`config.mk`:
```
export PLATFORM = sky130hd
export DESIGN_NAME = regfile_writeback_flat
export DESIGN_NICKNAME = d
export VERILOG_FILES = /design/src/rtl/regfile_writeback_if.sv /design/src/rtl/regfile_writeback.sv /design/src/flat_wrapper.sv
export SDC_FILE = /design/constraint.sdc
export NUM_CORES = 1
export LEC_CHECK = 0
export ABC_AREA = 1
export CAP_MARGIN = 20
export CORE_MARGIN = 1
export CORE_UTILIZATION = 44
export CTS_CLUSTER_DIAMETER = 40
export DETAILED_ROUTE_END_ITERATION = 7
export DONT_BUFFER_PORTS = 1
export HOLD_SLACK_MARGIN = 0.03
export SLEW_MARGIN = 20
export SYNTH_ARGS = -nofsm -noshare
export SYNTH_HDL_FRONTEND = slang
export SYNTH_SLANG_ARGS = --single-unit
```
`constraint.sdc`:
```
create_clock -name s_clk -period 3.3 [get_ports s_clk]
set_clock_uncertainty 0.1 [all_clocks]
set_input_delay 0.825 -clock s_clk [delete_from_list [all_inputs] [get_ports s_clk]]
set_output_delay 0.825 -clock s_clk [all_outputs]
set_load 0.02 [all_outputs]
```
`src/rtl/regfile_writeback_if.sv`:
```
// Signal bundle between the pipeline and the register-file write-back front end.
// The pipeline side is master; the write-back block is slave.
interface regfile_writeback_if #(
   parameter int unsigned XLEN = 32
);
   logic            issue_valid;
   logic [4:0]      issue_rd;
   logic            alu_valid;
   logic [4:0]      alu_rd;
   logic [XLEN-1:0] alu_wd;
   logic            lsu_valid;
   logic            lsu_ready;
   logic [4:0]      lsu_rd;
   logic [XLEN-1:0] lsu_wd;
   logic            we;
   logic [4:0]      rd;
   logic [XLEN-1:0] wd;
   logic [4:0]      rs1;
   logic [4:0]      rs2;
   logic            hz1;
   logic            hz2;
   logic [31:0]     busy;
   logic            alu_stall;

   modport master (
      output issue_valid, issue_rd, alu_valid, alu_rd, alu_wd,
      output lsu_valid, lsu_rd, lsu_wd, rs1, rs2,
      input  lsu_ready, we, rd, wd, hz1, hz2, busy, alu_stall
   );

   modport slave (
      input  issue_valid, issue_rd, alu_valid, alu_rd, alu_wd,
      input  lsu_valid, lsu_rd, lsu_wd, rs1, rs2,
      output lsu_ready, we, rd, wd, hz1, hz2, busy, alu_stall
   );
endinterface

```
`src/rtl/regfile_writeback.sv`:
```
// Merges ALU and buffered LSU results onto the single register-file write port,
// tracks in-flight long-latency destinations and guards LSU results against starvation.
module regfile_writeback #(
   parameter int unsigned XLEN       = 32,
   parameter int unsigned LQ_DEPTH   = 2,
   parameter int unsigned STARVE_MAX = 4
) (
   input logic                s_clk,
   input logic                s_reset_n,
   regfile_writeback_if.slave bus
);
   localparam int unsigned PtrW = (LQ_DEPTH > 1) ? $clog2(LQ_DEPTH) : 1;
   localparam int unsigned CntW = $clog2(LQ_DEPTH + 1);
   localparam int unsigned StvW = $clog2(STARVE_MAX + 1);

   logic [4:0]      r_q_rd [LQ_DEPTH];
   logic [XLEN-1:0] r_q_wd [LQ_DEPTH];
   logic [PtrW-1:0] r_wptr;
   logic [PtrW-1:0] r_rptr;
   logic [CntW-1:0] r_count;
   logic [StvW-1:0] r_starve;
   logic            r_stall;
   logic            r_we;
   logic [4:0]      r_rd;
   logic [XLEN-1:0] r_wd;
   logic [31:0]     r_busy;

   logic            w_empty;
   logic            w_ready;
   logic            w_push;
   logic            w_pop;
   logic [4:0]      w_head_rd;
   logic [XLEN-1:0] w_head_wd;
   logic [31:0]     w_busy_d;
   logic [StvW-1:0] w_starve_d;
   logic            w_stall_d;

   assign w_empty   = (r_count == '0);
   assign w_ready   = (r_count < CntW'(LQ_DEPTH));
   assign w_push    = bus.lsu_valid && w_ready;
   assign w_pop     = !bus.alu_valid && !w_empty;
   assign w_head_rd = r_q_rd[r_rptr];
   assign w_head_wd = r_q_wd[r_rptr];

   // Pop clears before issue sets, so a same-cycle re-issue keeps the register busy.
   always_comb begin
      w_busy_d = r_busy;
      if (w_pop) w_busy_d[w_head_rd] = 1'b0;
      if (bus.issue_valid && (bus.issue_rd != 5'd0)) w_busy_d[bus.issue_rd] = 1'b1;
      w_busy_d[0] = 1'b0;
   end

   // A non-empty FIFO without a pop means the ALU took the port this cycle.
   always_comb begin
      w_starve_d = r_starve;
      if (w_empty || w_pop) begin
         w_starve_d = '0;
      end else if (r_starve != StvW'(STARVE_MAX)) begin
         w_starve_d = r_starve + StvW'(1);
      end
      w_stall_d = w_pop ? 1'b0 : (r_stall | (r_starve == StvW'(STARVE_MAX)));
   end

   always_ff @(posedge s_clk) begin
      if (w_push) begin
         r_q_rd[r_wptr] <= bus.lsu_rd;
         r_q_wd[r_wptr] <= bus.lsu_wd;
      end
   end

   always_ff @(posedge s_clk or negedge s_reset_n) begin
      if (!s_reset_n) begin
         r_wptr   <= '0;
         r_rptr   <= '0;
         r_count  <= '0;
         r_starve <= '0;
         r_stall  <= 1'b0;
         r_busy   <= '0;
         r_we     <= 1'b0;
         r_rd     <= '0;
         r_wd     <= '0;
      end else begin
         if (w_push) r_wptr <= r_wptr + PtrW'(1);
         if (w_pop) r_rptr <= r_rptr + PtrW'(1);
         case ({w_push, w_pop})
            2'b10:   r_count <= r_count + CntW'(1);
            2'b01:   r_count <= r_count - CntW'(1);
            default: r_count <= r_count;
         endcase
         r_starve <= w_starve_d;
         r_stall  <= w_stall_d;
         r_busy   <= w_busy_d;
         if (bus.alu_valid) begin
            r_we <= (bus.alu_rd != 5'd0);
            r_rd <= bus.alu_rd;
            r_wd <= bus.alu_wd;
         end else if (w_pop) begin
            r_we <= (w_head_rd != 5'd0);
            r_rd <= w_head_rd;
            r_wd <= w_head_wd;
         end else begin
            r_we <= 1'b0;
         end
      end
   end

   assign bus.lsu_ready = w_ready;
   assign bus.we        = r_we;
   assign bus.rd        = r_rd;
   assign bus.wd        = r_wd;
   assign bus.busy      = r_busy;
   assign bus.hz1       = r_busy[bus.rs1];
   assign bus.hz2       = r_busy[bus.rs2];
   assign bus.alu_stall = r_stall;
endmodule

```
`src/flat_wrapper.sv`:
```
// flat-port wrapper written by rule: the top's interface ports become plain ports
module regfile_writeback_flat 
#(
   parameter int unsigned XLEN       = 32,
   parameter int unsigned LQ_DEPTH   = 2,
   parameter int unsigned STARVE_MAX = 4
)
  (s_clk, s_reset_n, bus_issue_valid, bus_issue_rd, bus_alu_valid, bus_alu_rd, bus_alu_wd, bus_lsu_valid, bus_lsu_rd, bus_lsu_wd, bus_rs1, bus_rs2, bus_lsu_ready, bus_we, bus_rd, bus_wd, bus_hz1, bus_hz2, bus_busy, bus_alu_stall);
  regfile_writeback_if #(.XLEN(XLEN)) bus_i ();
  input logic s_clk;
  input logic s_reset_n;
  input wire logic [$bits(bus_i.issue_valid)-1:0] bus_issue_valid;
  input wire logic [$bits(bus_i.issue_rd)-1:0] bus_issue_rd;
  input wire logic [$bits(bus_i.alu_valid)-1:0] bus_alu_valid;
  input wire logic [$bits(bus_i.alu_rd)-1:0] bus_alu_rd;
  input wire logic [$bits(bus_i.alu_wd)-1:0] bus_alu_wd;
  input wire logic [$bits(bus_i.lsu_valid)-1:0] bus_lsu_valid;
  input wire logic [$bits(bus_i.lsu_rd)-1:0] bus_lsu_rd;
  input wire logic [$bits(bus_i.lsu_wd)-1:0] bus_lsu_wd;
  input wire logic [$bits(bus_i.rs1)-1:0] bus_rs1;
  input wire logic [$bits(bus_i.rs2)-1:0] bus_rs2;
  output wire logic [$bits(bus_i.lsu_ready)-1:0] bus_lsu_ready;
  output wire logic [$bits(bus_i.we)-1:0] bus_we;
  output wire logic [$bits(bus_i.rd)-1:0] bus_rd;
  output wire logic [$bits(bus_i.wd)-1:0] bus_wd;
  output wire logic [$bits(bus_i.hz1)-1:0] bus_hz1;
  output wire logic [$bits(bus_i.hz2)-1:0] bus_hz2;
  output wire logic [$bits(bus_i.busy)-1:0] bus_busy;
  output wire logic [$bits(bus_i.alu_stall)-1:0] bus_alu_stall;
  assign bus_i.issue_valid = bus_issue_valid;
  assign bus_i.issue_rd = bus_issue_rd;
  assign bus_i.alu_valid = bus_alu_valid;
  assign bus_i.alu_rd = bus_alu_rd;
  assign bus_i.alu_wd = bus_alu_wd;
  assign bus_i.lsu_valid = bus_lsu_valid;
  assign bus_i.lsu_rd = bus_lsu_rd;
  assign bus_i.lsu_wd = bus_lsu_wd;
  assign bus_i.rs1 = bus_rs1;
  assign bus_i.rs2 = bus_rs2;
  assign bus_lsu_ready = bus_i.lsu_ready;
  assign bus_we = bus_i.we;
  assign bus_rd = bus_i.rd;
  assign bus_wd = bus_i.wd;
  assign bus_hz1 = bus_i.hz1;
  assign bus_hz2 = bus_i.hz2;
  assign bus_busy = bus_i.busy;
  assign bus_alu_stall = bus_i.alu_stall;
  regfile_writeback #(.XLEN(XLEN), .LQ_DEPTH(LQ_DEPTH), .STARVE_MAX(STARVE_MAX)) u_core (.s_clk(s_clk), .s_reset_n(s_reset_n), .bus(bus_i));
endmodule
```
Word level (Yosys, flattened, before mapping) --
Memory sizes are Yosys's and may differ from the RTL's. Index checks and enable logic that the tools add are counted.
Storage, ports and cells: register bits after elaboration 77, latch bits 0, memory bits (writable) 74, memory bits (read-only) 0, output and inout bits 74, logic and storage cells 68, memories kept 2
Operators by class: $add $sub $neg 5, multiply operators 0, div/mod/pow operators 0, $lt $le $gt $ge 7, equal/unequal tests 4, shift operators 0, muxes and demuxes 22, bitwise gates (word level) 4, reductions and logical operators 15
Memories:
- u_core.r_q_wd | words 2, width 32, rd ports 1, clocked after Yosys merged registers in 0, wr ports 1, line regfile_writeback.sv:17 | logic [XLEN-1:0] r_q_wd [LQ_DEPTH];
- u_core.r_q_rd | words 2, width 5, rd ports 1, clocked after Yosys merged registers in 0, wr ports 1, line regfile_writeback.sv:16 | logic [4:0] r_q_rd [LQ_DEPTH];
Operators with widths (number):
- two-way mux 32 bit | 4
- AND 32 bit | 1
- inverter 32 bit | 1
- OR 32 bit | 1
- less-than comparator 5 x 6 -> 1 bit (second input constant) | 4
- nonzero test 5 bit | 3
- binary-select mux 1 bit (select 5 bit) | 2
- demux 1 bit (select 5 bit) | 2
- >= comparator 5 x 1 -> 1 bit (second input constant) | 2
- two-way mux 5 bit | 2
- two-way mux 1 bit | 9
- two-way mux 3 bit | 2
- nonzero test 2 bit | 3
- logical AND 1 bit | 5
- one-hot mux 2 bit (2 select lines) | 1
- adder 3 x 1 -> 3 bit (second input constant) | 1
- equality test 3 bit (second input constant) | 1
- inequality test 3 bit (second input constant) | 1
- adder 1 bit (second input constant) | 2
- adder 2 x 1 -> 2 bit (second input constant) | 1
- equality test 2 x 1 -> 1 bit (second input constant) | 1
- equality test 2 bit (second input constant) | 1
- logical NOT 1 bit | 2
- logical NOT 2 bit | 1
- other kinds (4) | 4

Depth between registers and ports, before layout --
Gate-level depths: netlist of the first run. An unclocked memory read counts as a cell.
word-level depth 10, gate-level depth with buffers 11, gate-level depth less buffers 9

Worst setup path before layout of the first run --
OpenSTA, ideal clock, no wires.
path type input-to-reg, start point input port bus_lsu_valid, end point memory u_core.r_q_rd[0][0], enable pin, setup time 431 ps, arrival 2509 ps, setup slack 260 ps, stages 2, buffers on the path 0, cell sequence nand2_1 > nor2_1
On the way: word-level cells in the longest chain between the ends 3
Ends and longest elaborated chain:
- start, declared | line flat_wrapper.sv:17 | input wire logic [$bits(bus_i.lsu_valid)-1:0] bus_lsu_valid;
- logical AND 1 bit | line regfile_writeback.sv:40 | assign w_push = bus.lsu_valid && w_ready;
- two-way mux 1 bit | line regfile_writeback.sv:65 | if (w_push) begin
- two-way mux 1 bit (not written as such) | line regfile_writeback.sv:66 | r_q_rd[r_wptr] <= bus.lsu_rd;
- end, declared | line regfile_writeback.sv:16
No other way between the ends.

Worst setup path in the final report of the first run --
start point input port bus_rs2[0], end point output port bus_hz2
On the way: word-level cells in the longest chain between the ends 2
Ends and longest elaborated chain:
- start, declared | line flat_wrapper.sv:21 | input wire logic [$bits(bus_i.rs2)-1:0] bus_rs2;
- binary-select mux 1 bit (select 5 bit) | line regfile_writeback.sv:113 | assign bus.hz2 = r_busy[bus.rs2];
- two-way mux 1 bit (not written as such) | line regfile_writeback.sv:113
- end, declared | line flat_wrapper.sv:27 | output wire logic [$bits(bus_i.hz2)-1:0] bus_hz2;
No other way between the ends. The select of a mux whose other input is x is not followed.

==> results of run 1 <==
[metrics by stage]
step	worst slack [ns]	total power, W	instances	util
floorplan	0.260	0.00456	692	-
global placement	0.647	0.00508	853	0.465
detailed placement	0.589	0.00515	853	0.465
CTS	0.579	0.00710	886	0.507
global route	0.436	0.00745	886	0.507
finish	0.556	0.00708	886	0.507
[worst max-delay path, cell delays in order]
cell     delay, ns
inv_1         0.32
nand2_1       0.11
nand3_1       0.10
nand3_1       0.07
nand2_1       0.08
nand2_1       0.05
nand2_1       0.05
nand2_1       0.04
nand2_1       0.17
[state kept, by name, indices dropped and copies added, names as in the netlist, 2 cells and up]
register,cells
u_core.bus.busy,31
u_core.bus.rd,5
u_core.bus.wd,32
u_core.r_count,2
u_core.r_q_rd,10
u_core.r_q_wd,64
u_core.r_starve,3
[synth_stat cells]
| cell type | count | area [um2] |
|---|---|---|
| nor2_4 | 1 | 11.3 |
| clkinv_1 | 1 | 3.75 |
| o311ai_0 | 18 | 158 |
| nor2_1 | 49 | 184 |
| buf_6 | 1 | 11.3 |
| edfxtp_1 | 74 | 2220 |
| inv_1 | 43 | 161 |
| o21ai_0 | 63 | 315 |
| dfrtp_1 | 77 | 1930 |
| nand3_2 | 1 | 10.0 |
| buf_4 | 4 | 30.0 |
| o21ai_2 | 5 | 43.8 |
| nand4_1 | 2 | 12.5 |
| nor2_2 | 1 | 6.26 |
| o31ai_1 | 4 | 30.0 |
| o21ai_1 | 6 | 30.0 |
| or2_2 | 1 | 6.26 |
| nand3_1 | 64 | 320 |
| o211ai_1 | 3 | 22.5 |
| o41ai_1 | 1 | 8.76 |
| nand2_1 | 198 | 743 |
| nor4_1 | 1 | 6.26 |
| nor3_1 | 1 | 5.00 |
| clkbuf_1 | 19 | 71.3 |
| a21oi_1 | 31 | 155 |
| ha_1 | 3 | 37.5 |
| nand2_2 | 7 | 43.8 |
| conb_1 | 1 | 3.75 |
| buf_2 | 5 | 25.0 |
| xnor2_1 | 1 | 8.76 |
| xor2_1 | 3 | 26.3 |
| inv_2 | 2 | 7.51 |
| a31oi_1 | 1 | 6.26 |
[cell families after synthesis]
logic type / after synthesis
xor gates and xnor gates: 4
other: 1
DFF: 151
buffers and inverters: 75
and+or+nand+nor: 326
adders and majority gates: 3
AOI/OAI and AO/OA: 132
[power breakdown]
part	switching, W	total, W	internal [W]
sequential	0.00106	0.00363	0.00258
combinational	0.00103	0.00151	0.000472
clock	0.000734	0.00194	0.00120
total	0.00283	0.00708	0.00425
[final timing paths]
| check | from | to | slack (ns) | cells after the start |
|---|---|---|---|---|
| min in group s_clk | bus_lsu_rd[4] | u_core.r_q_rd[0][4]$_DFFE_PP_ | 0.40 | 0 |
| min | s_reset_n | u_core.bus.rd[3]$_DFFE_PN0P_ | 0.21 | 1 |
| max | bus_rs2[0] | bus_hz2 | 0.56 | 9 |
| min reg2reg | u_core.r_count[0]$_DFFE_PN0P_ | u_core.r_count[0]$_DFFE_PN0P_ | 0.47 | 1 |
| max in group asynchronous | s_reset_n | u_core.r_rptr$_DFFE_PN0P_ | 2.57 | 1 |
| max reg2reg | u_core.r_count[1]$_DFFE_PN0P_ | u_core.r_count[1]$_DFFE_PN0P_ | 1.12 | 6 |
[area by class of cell]
class                   count  area (um2)
multi-input cells         466        2210
fillers                  1330        7220
repair buffers              7        72.6
well taps                 184         230
flip-flops and latches    151        4150
clock inverters            10         130
clock buffers              22         454
inverters                  46         173
[routing by layer]
metal	global-route usage	wire length (um)
met5	0	0
met4	0.0961	365
met3	0.0967	1700
met2	0.357	8310
met1	0.297	7390
==> qor.csv, run 1 <==
stage,metric,value,unit
clocking,cts_hold_buf,1,
logic_synthesis,ys_seq_elements,151,
die,die_x,125,um
drt,drt-initial-drc-count,341,
setup_path,cp-start-kind,primary input,
sta,hold_slack,0.213,ns
setup_path,crit_path_max_fanout,17,
clocking,clk_path_buf_depth,2,
global_routing,grt.overflow.total,0,
logic_synthesis,synth_compound_area_frac,0.116,
setup_path,cp.arrival,1.82,ns
finish,drive_gt1_frac,0.0783,
setup_path,required,2.37,ns
placement,portBuffers,0,
die,die_h,125,um
logic_synthesis,synth_area,6650,um2
sta,hold_violations,0,
logic_synthesis,synth_top_family_by_area,simple AND/OR/NAND/NOR gates,
drt,drt-wirelength-per-cell,20.1,um
finish,final_area,7420,um2
outcome,violations,design-rule violations,
clocking,cts_num_sinks,151,
sta,rsz0062_at_grt,no,
drt,vias,5058,
sta,setup_violations,0,
logic_synthesis,syn-num-nets,789,
sta,period_needed,2.74,ns
logic_synthesis,syn_inst,692,
die,start_util,0.454,
logic_synthesis,yosysWarnings,0,
sta,setup_tns,0,ns
logic_synthesis,synth-xor-area-share,0.00527,
logic_synthesis,synth_seq_area_share,0.624,
clocking,postCtsSetupBuffers,0,
drt,drc,25,
pwr,p_per_area,954,nW/um2
global_routing,grt_pass1_wl,27.8,mm
job,maxCapViolCount,0,
hold_path,hp-class,in -> async,
clocking,clkLatencyLatePin,0.42,ns
finish,antenna_cells,0,
clocking,clkTransAtPathRegs,0.06,ns
logic_synthesis,synth_fa_ha_area_frac,0.00564,
sta,finalCritPeriodShare,0.832,
pwr,ir_drop,0.000462,V
die,core-area,14600,um2
setup_path,critical_path_class,in -> out,
clocking,cts_buffers,17,
die,ios,168,
drt,wirelength,17.8,mm
sta,max_freq,364,MHz
outcome,status,"finished, violations left",
finish,layout_common_cells,"198 x nand2_1, 76 x dfrtp_1, 74 x edfxtp_1",
placement,place_hpwl,12.0,mm
global_routing,antenna_found_initial,0,
drt,ant_nets,0,
sta,slew_headroom,0.587,
clocking,cts_tree,built,
setup_path,cp-end-kind,output pin,
global_routing,grt_start_max_net_pins,78,
global_routing,grt_usage,0.235,
logic_synthesis,yosysUniqueCellTypes,33,
placement,dpl_cell_area,6810,um2
finish,nets,786,
pwr,leakagePower,3.02,nW
logic_synthesis,post_synth_and_or_nand_nor_area_fraction,0.203,
global_routing,grt_pass1_vias,5020,
finish,layout_commonest_cell,nand2_1,
logic_synthesis,synth_mux_area_frac,0,
clocking,cts_max_level,4,
drt,via_per_inst,5.71,
die,dieArea,15600,um2
logic_synthesis,avgSynthCellArea,9.62,um2
clocking,cts-resized-gates,0,
sta,slew_viol_final,0,
die,num_rows,44,
finish,areaGrowthSynthToFinish,11.5,%
placement,place.gp.congestion,0.859,
sta,tightest_slew,0.620,ns
drt,dr.pass1.iters,7,
clocking,root_buffer,clkbuf_16,
Power figures use the tool's default switching activity.
==> run 2, diff against run 1 <==
clock period = 2.6 ns   (was 3.3 ns; I/O delays follow)
==> qor.csv, run 2 (synthesis results as in run 1) <==
stage,metric,value,unit
outcome,status,"finished, violations left",
outcome,violations,design-rule violations,
finish,multi_input_area,2210,um2
global_routing,grt_pass1_wl,27.0,mm
die,core-area,14600,um2
finish,drive_gt1_frac,0.0853,
sta,setup_violations,0,
setup_path,cp.arrival,1.67,ns
global_routing,grt_start_max_net_pins,78,
sta,setup_tns,0,ns
finish,layout_commonest_cell,nand2_1,
drt,vias,4999,
finish,layout_common_cells,"198 x nand2_1, 76 x dfrtp_1, 74 x edfxtp_1",
drt,drt-wirelength-per-cell,19.3,um
sta,slew_viol_final,0,
clocking,clkTransAtPathRegs,0.06,ns
finish,fill_cells,1302,
clocking,cts_buffers,17,
drt,drt-initial-drc-count,366,
clocking,cts_max_level,4,
setup_path,critical_path_class,reg -> out,
job,maxCapViolCount,0,
sta,max_freq,412,MHz
sta,slew_headroom,0.647,
pwr,internal-power,0.00532,W
finish,areaGrowthSynthToFinish,11.9,%
global_routing,grt_usage,0.228,
die,num_rows,44,
placement,place.gp.congestion,0.860,
setup_path,crit_path_max_fanout,4,
setup_path,cp-end-kind,output pin,
die,start_util,0.454,
placement,portBuffers,0,
setup_path,cp-start-kind,register,
finish,nets,787,
placement,place_hpwl,11.8,mm
finish,largest_reg_flops,64,
setup_path,r2r_start,u_core.r_rptr$_DFFE_PN0P_,
drt,wirelength,17.1,mm
clocking,postCtsSetupBuffers,0,
pwr,leakagePower,3.03,nW
pwr,ir_drop,0.000568,V
clocking,root_buffer,clkbuf_16,
sta,finalCritPeriodShare,0.933,
pwr,p_per_area,1190,nW/um2
finish,top_register,u_core.r_q_wd,
hold_path,hp-class,in -> async,
pwr,seqPwrFrac,0.521,
drt,dr.pass1.iters,8,
pwr,p_clk_frac,0.264,
global_routing,grt_pass1_vias,4985,
setup_path,startpoint,u_core.bus.busy[29]$_DFF_PN0_,
clocking,cts_hold_buf,1,
setup_path,required,1.85,ns
die,die_x,125,um
pwr,combPwrFrac,0.215,
sta,hold_slack,0.0209,ns
die,dieArea,15600,um2
global_routing,antenna_found_initial,0,
sta,hold_violations,0,
clocking,clkLatencyLatePin,0.41,ns
die,die_h,125,um
global_routing,grt.overflow.total,0,
drt,via_per_inst,5.64,
finish,seqCellArea,4150,um2
sta,period_needed,2.42,ns
clocking,clk_path_buf_depth,2,
sta,rsz0062_at_grt,no,
clocking,cts_num_sinks,151,
pwr,p_sw_frac,0.401,
drt,ant_nets,0,
drt,drc,23,
clocking,cts-resized-gates,0,
finish,antenna_cells,0,
die,ios,168,
sta,tightest_slew,0.526,ns
clocking,cts_tree,built,
pwr,p_switching,0.00357,W
[run 2: cell types whose count changed in the layout (fill, tap and decap cells not counted)]
cell and change:
bufinv_16 -2, clkinv_1 -1, clkinvlp_4 +1, buf_12 +2, clkinv_2 +1, clkbuf_16 +1
clkinv_4 +1, clkbuf_8 +1, inv_6 +1, clkbuf_1 -3, buf_4 -1
[run 2: stage by stage]
| step | worst slack [ns] | total power (W) | cells | utilization | cell area [um2] |
|---|---|---|---|---|---|
| after CTS | 0.177 | 0.00894 | 887 | 0.508 | 7450 |
| after global routing | 0.0566 | 0.00938 | 887 | 0.508 | 7450 |
| final | 0.175 | 0.00888 | 887 | 0.508 | 7450 |
| after detailed placement | 0.237 | 0.00655 | 854 | 0.467 | 6840 |
| after floorplan | -0.265 | 0.00578 | 692 | - | 6650 |
| after global placement | 0.291 | 0.00648 | 854 | 0.467 | 6840 |
[run 2: cell type report]
| type | instances | area share |
|---|---|---|
| Inverter | 46 | 0.0232 |
| Multi-Input combinational cell | 466 | 0.297 |
| Timing Repair Buffer | 8 | 0.0141 |
| Sequential cell | 151 | 0.557 |
| Clock inverter | 11 | 0.0129 |
| Clock buffer | 21 | 0.0647 |
| Tap cell | 184 | 0.0309 |
[run 2: worst max-delay path, cell delays in order (launching register included)]
cell     delay, ns
dfrtp_1       0.59
nand2_1       0.09
nand3_1       0.11
nand3_1       0.08
nand2_1       0.07
nand2_1       0.05
nand2_1       0.06
nand2_1       0.05
nand2_1       0.17
[run 2: power groups by stage]
stage          registers [W]  clock network (W)  logic [W]
6_report             0.00463            0.00235    0.00191
5_1_grt              0.00471            0.00250    0.00218
4_1_cts              0.00462            0.00239    0.00193
3_5_place_dp         0.00466                  0    0.00190
3_3_place_gp         0.00465                  0    0.00183
2_1_floorplan        0.00431                  0    0.00147
[run 2: worst paths after layout]
| kind | endpoint | slack (ns) | cells after the start |
|---|---|---|---|
| worst max-delay path | bus_hz2 | 0.18 | 8 |
| worst min-delay path | u_core.bus.busy[5]$_DFF_PN0_ | 0.02 | 1 |
| worst max register to register | u_core.bus.busy[17]$_DFF_PN0_ | 0.58 | 7 |
| worst min register to register | u_core.r_starve[2]$_DFFE_PN0P_ | 0.46 | 3 |
| max in group asynchronous | u_core.r_rptr$_DFFE_PN0P_ | 2.03 | 1 |
| min in group s_clk | u_core.r_q_wd[1][8]$_DFFE_PP_ | 0.23 | 0 |
[run 2: metal layers]
layer | vias to the layer above | global-route usage | wire length (um)
met1 | 2409 | 0.285 | 7150
met2 | 207 | 0.350 | 7930
met5 | - | 0 | 0
met3 | 31 | 0.0920 | 1680
li1 | 2352 | - | -
met4 | 0 | 0.102 | 379
==> run 3, diff against run 2 <==
--- a/config.mk
+++ b/config.mk
@@ -14,4 +14,5 @@
 export DONT_BUFFER_PORTS = 1
 export HOLD_SLACK_MARGIN = 0.03
+export PLACE_DENSITY = 0.59
 export SLEW_MARGIN = 20
 export SYNTH_ARGS = -nofsm -noshare
--- a/constraint.sdc
+++ b/constraint.sdc
@@ -3,3 +3,3 @@
 set_input_delay 0.65 -clock s_clk [delete_from_list [all_inputs] [get_ports s_clk]]
 set_output_delay 0.65 -clock s_clk [all_outputs]
-set_load 0.02 [all_outputs]
+set_load 0.1 [all_outputs]
==> qor.csv, run 3 (synthesis results as in run 1) <==
stage,metric,value,unit
global_routing,grt.overflow.total,0,
setup_path,critPathMaxStageDelay,0.50,ns
clocking,cts_max_level,4,
clocking,clkTransAtPathRegs,0.06,ns
drt,ant_nets,0,
finish,drive_gt1_frac,0.169,
placement,dp_slack,0.123,ns
drt,wirelength,17.9,mm
setup_path,crit_path_max_fanout,4,
global_routing,grt_start_max_net_pins,78,
sta,hold_violations,0,
global_routing,antenna_found_initial,0,
finish,nets,859,
global_routing,grt_usage,0.235,
sta,finalCritPeriodShare,0.941,
setup_path,cp_cell_sequence,nand2_1 -> nand3_1 -> nand3_1 -> nand2_1 -> nand2_1 -> nand2_1 -> nand2_1 -> nand2_4,
sta,rsz0062_at_grt,no,
clocking,clkLatencyLatePin,0.42,ns
drt,drc,22,
finish,fin_cells,959,
global_routing,grt_pass1_vias,5025,
setup_path,cp-end-kind,output pin,
finish,largest_reg_flops,64,
placement,dpl.cell_count,926,
die,die_h,125,um
global_routing,grt_pass1_wl,27.8,mm
setup_path,cp_slowest_cell,dfrtp_1,
drt,via_per_inst,5.42,
clocking,cts_buffers,17,
finish,fin_util,0.547,
hold_path,hp-class,in -> async,
setup_path,crit_cells,8,
drt,dr.pass1.iters,7,
die,dieArea,15600,um2
drt,vias,5198,
setup_path,ff2ff_path_depth,6,
sta,period_needed,2.45,ns
setup_path,path_buf_inv,0,
finish,top_register,u_core.r_q_wd,
die,core-area,14600,um2
drt,drt-initial-drc-count,397,
clocking,clk_path_buf_depth,2,
outcome,status,"finished, violations left",
clocking,root_buffer,clkbuf_16,
sta,setup_violations,0,
setup_path,r2r_start,u_core.r_count[0]$_DFFE_PN0P_,
setup_path,crit_family,simple AND/OR/NAND/NOR gates,
setup_path,required,1.85,ns
job,maxCapViolCount,0,
sta,fin_ws,0.154,ns
sta,slew_headroom,0.593,
setup_path,cpMostUsedCell,nand2_1,
finish,layout_common_cells,"196 x nand2_1, 77 x buf_4, 76 x dfrtp_1",
sta,slew_viol_final,0,
die,start_util,0.454,
die,ios,168,
placement,place.gp.congestion,0.883,
finish,fill_cells,1315,
setup_path,reg2reg_to,u_core.r_count[1]$_DFFE_PN0P_,
clocking,cts_num_sinks,151,
die,num_rows,44,
drt,drt-wirelength-per-cell,18.6,um
sta,tightest_slew,0.611,ns
setup_path,cp-start-kind,register,
die,die_x,125,um
clocking,cts_tree,built,
clocking,postCtsSetupBuffers,0,
setup_path,critical_path_class,reg -> out,
placement,portBuffers,0,
setup_path,cp.arrival,1.70,ns
sta,max_freq,409,MHz
finish,antenna_cells,0,
finish,areaGrowthSynthToFinish,20.5,%
setup_path,rrSetupSlack,0.43,ns
outcome,violations,design-rule violations,
finish,layout_commonest_cell,nand2_1,
placement,place_hpwl,12.8,mm
-- run 3: changes by cell type in the layout (fill, tap and decap cells not counted), sizes merged --
cell / before / now
buf: 8 / 80
bufinv: 1 / 3
clkbuf: 21 / 19
clkinvlp: 2 / 4
clkinv: 8 / 7
inv: 46 / 45
-- run 3: worst max path at each step --
stage,from,end,slack (ns)
5_1_grt,u_core.bus.busy[14]$_DFF_PN0_,bus_hz2,0.05
4_1_cts,bus_rs2[0],bus_hz2,0.12
6_report,u_core.bus.busy[12]$_DFF_PN0_,bus_hz1,0.15
3_5_place_dp,bus_rs2[0],bus_hz2,0.12
3_3_place_gp,bus_rs2[0],bus_hz2,0.16
2_1_floorplan,u_core.r_count[1]$_DFFE_PN0P_,u_core.r_q_rd[0][0]$_DFFE_PP_,-0.26
-- run 3: cell type report --
cell class	count	area, um2	area share
flip-flops and latches	151	4150	0.518
multi-input cells	466	2220	0.278
repair buffers	80	646	0.0805
clock buffers	19	433	0.0540
well taps	184	230	0.0287
inverters	46	176	0.0220
clock inverters	13	155	0.0194
-- run 3: timing repair --
action                     CTS  global route
resized for setup            0             1
hold endpoints to repair    77             0
setup endpoints to repair    0             1
hold buffers                 1             0
-- run 3: layer usage --
metal / up-vias / part of all wire / GRT usage
met1: 2477 / 0.41 / 0.291
met4: 0 / 0.023 / 0.0961
met3: 27 / 0.092 / 0.0856
met5: - / 0 / 0
met2: 202 / 0.48 / 0.375
li1: 2492 / - / -
-- run 3: metrics by stage --
stage          area (um2)  TNS, ns  hold slack [ns]
6_report             8020        0          0.00993
5_1_grt              8020        0           0.0393
4_1_cts              8010        0           0.0368
3_5_place_dp         7400        0            0.255
3_3_place_gp         7400        0            0.256
2_1_floorplan        6670   -19.07            0.254
Power of run 3 is left out: the tool's default activity adds up to more than one toggle a clock period on the data nets, which glitch-free logic cannot reach.
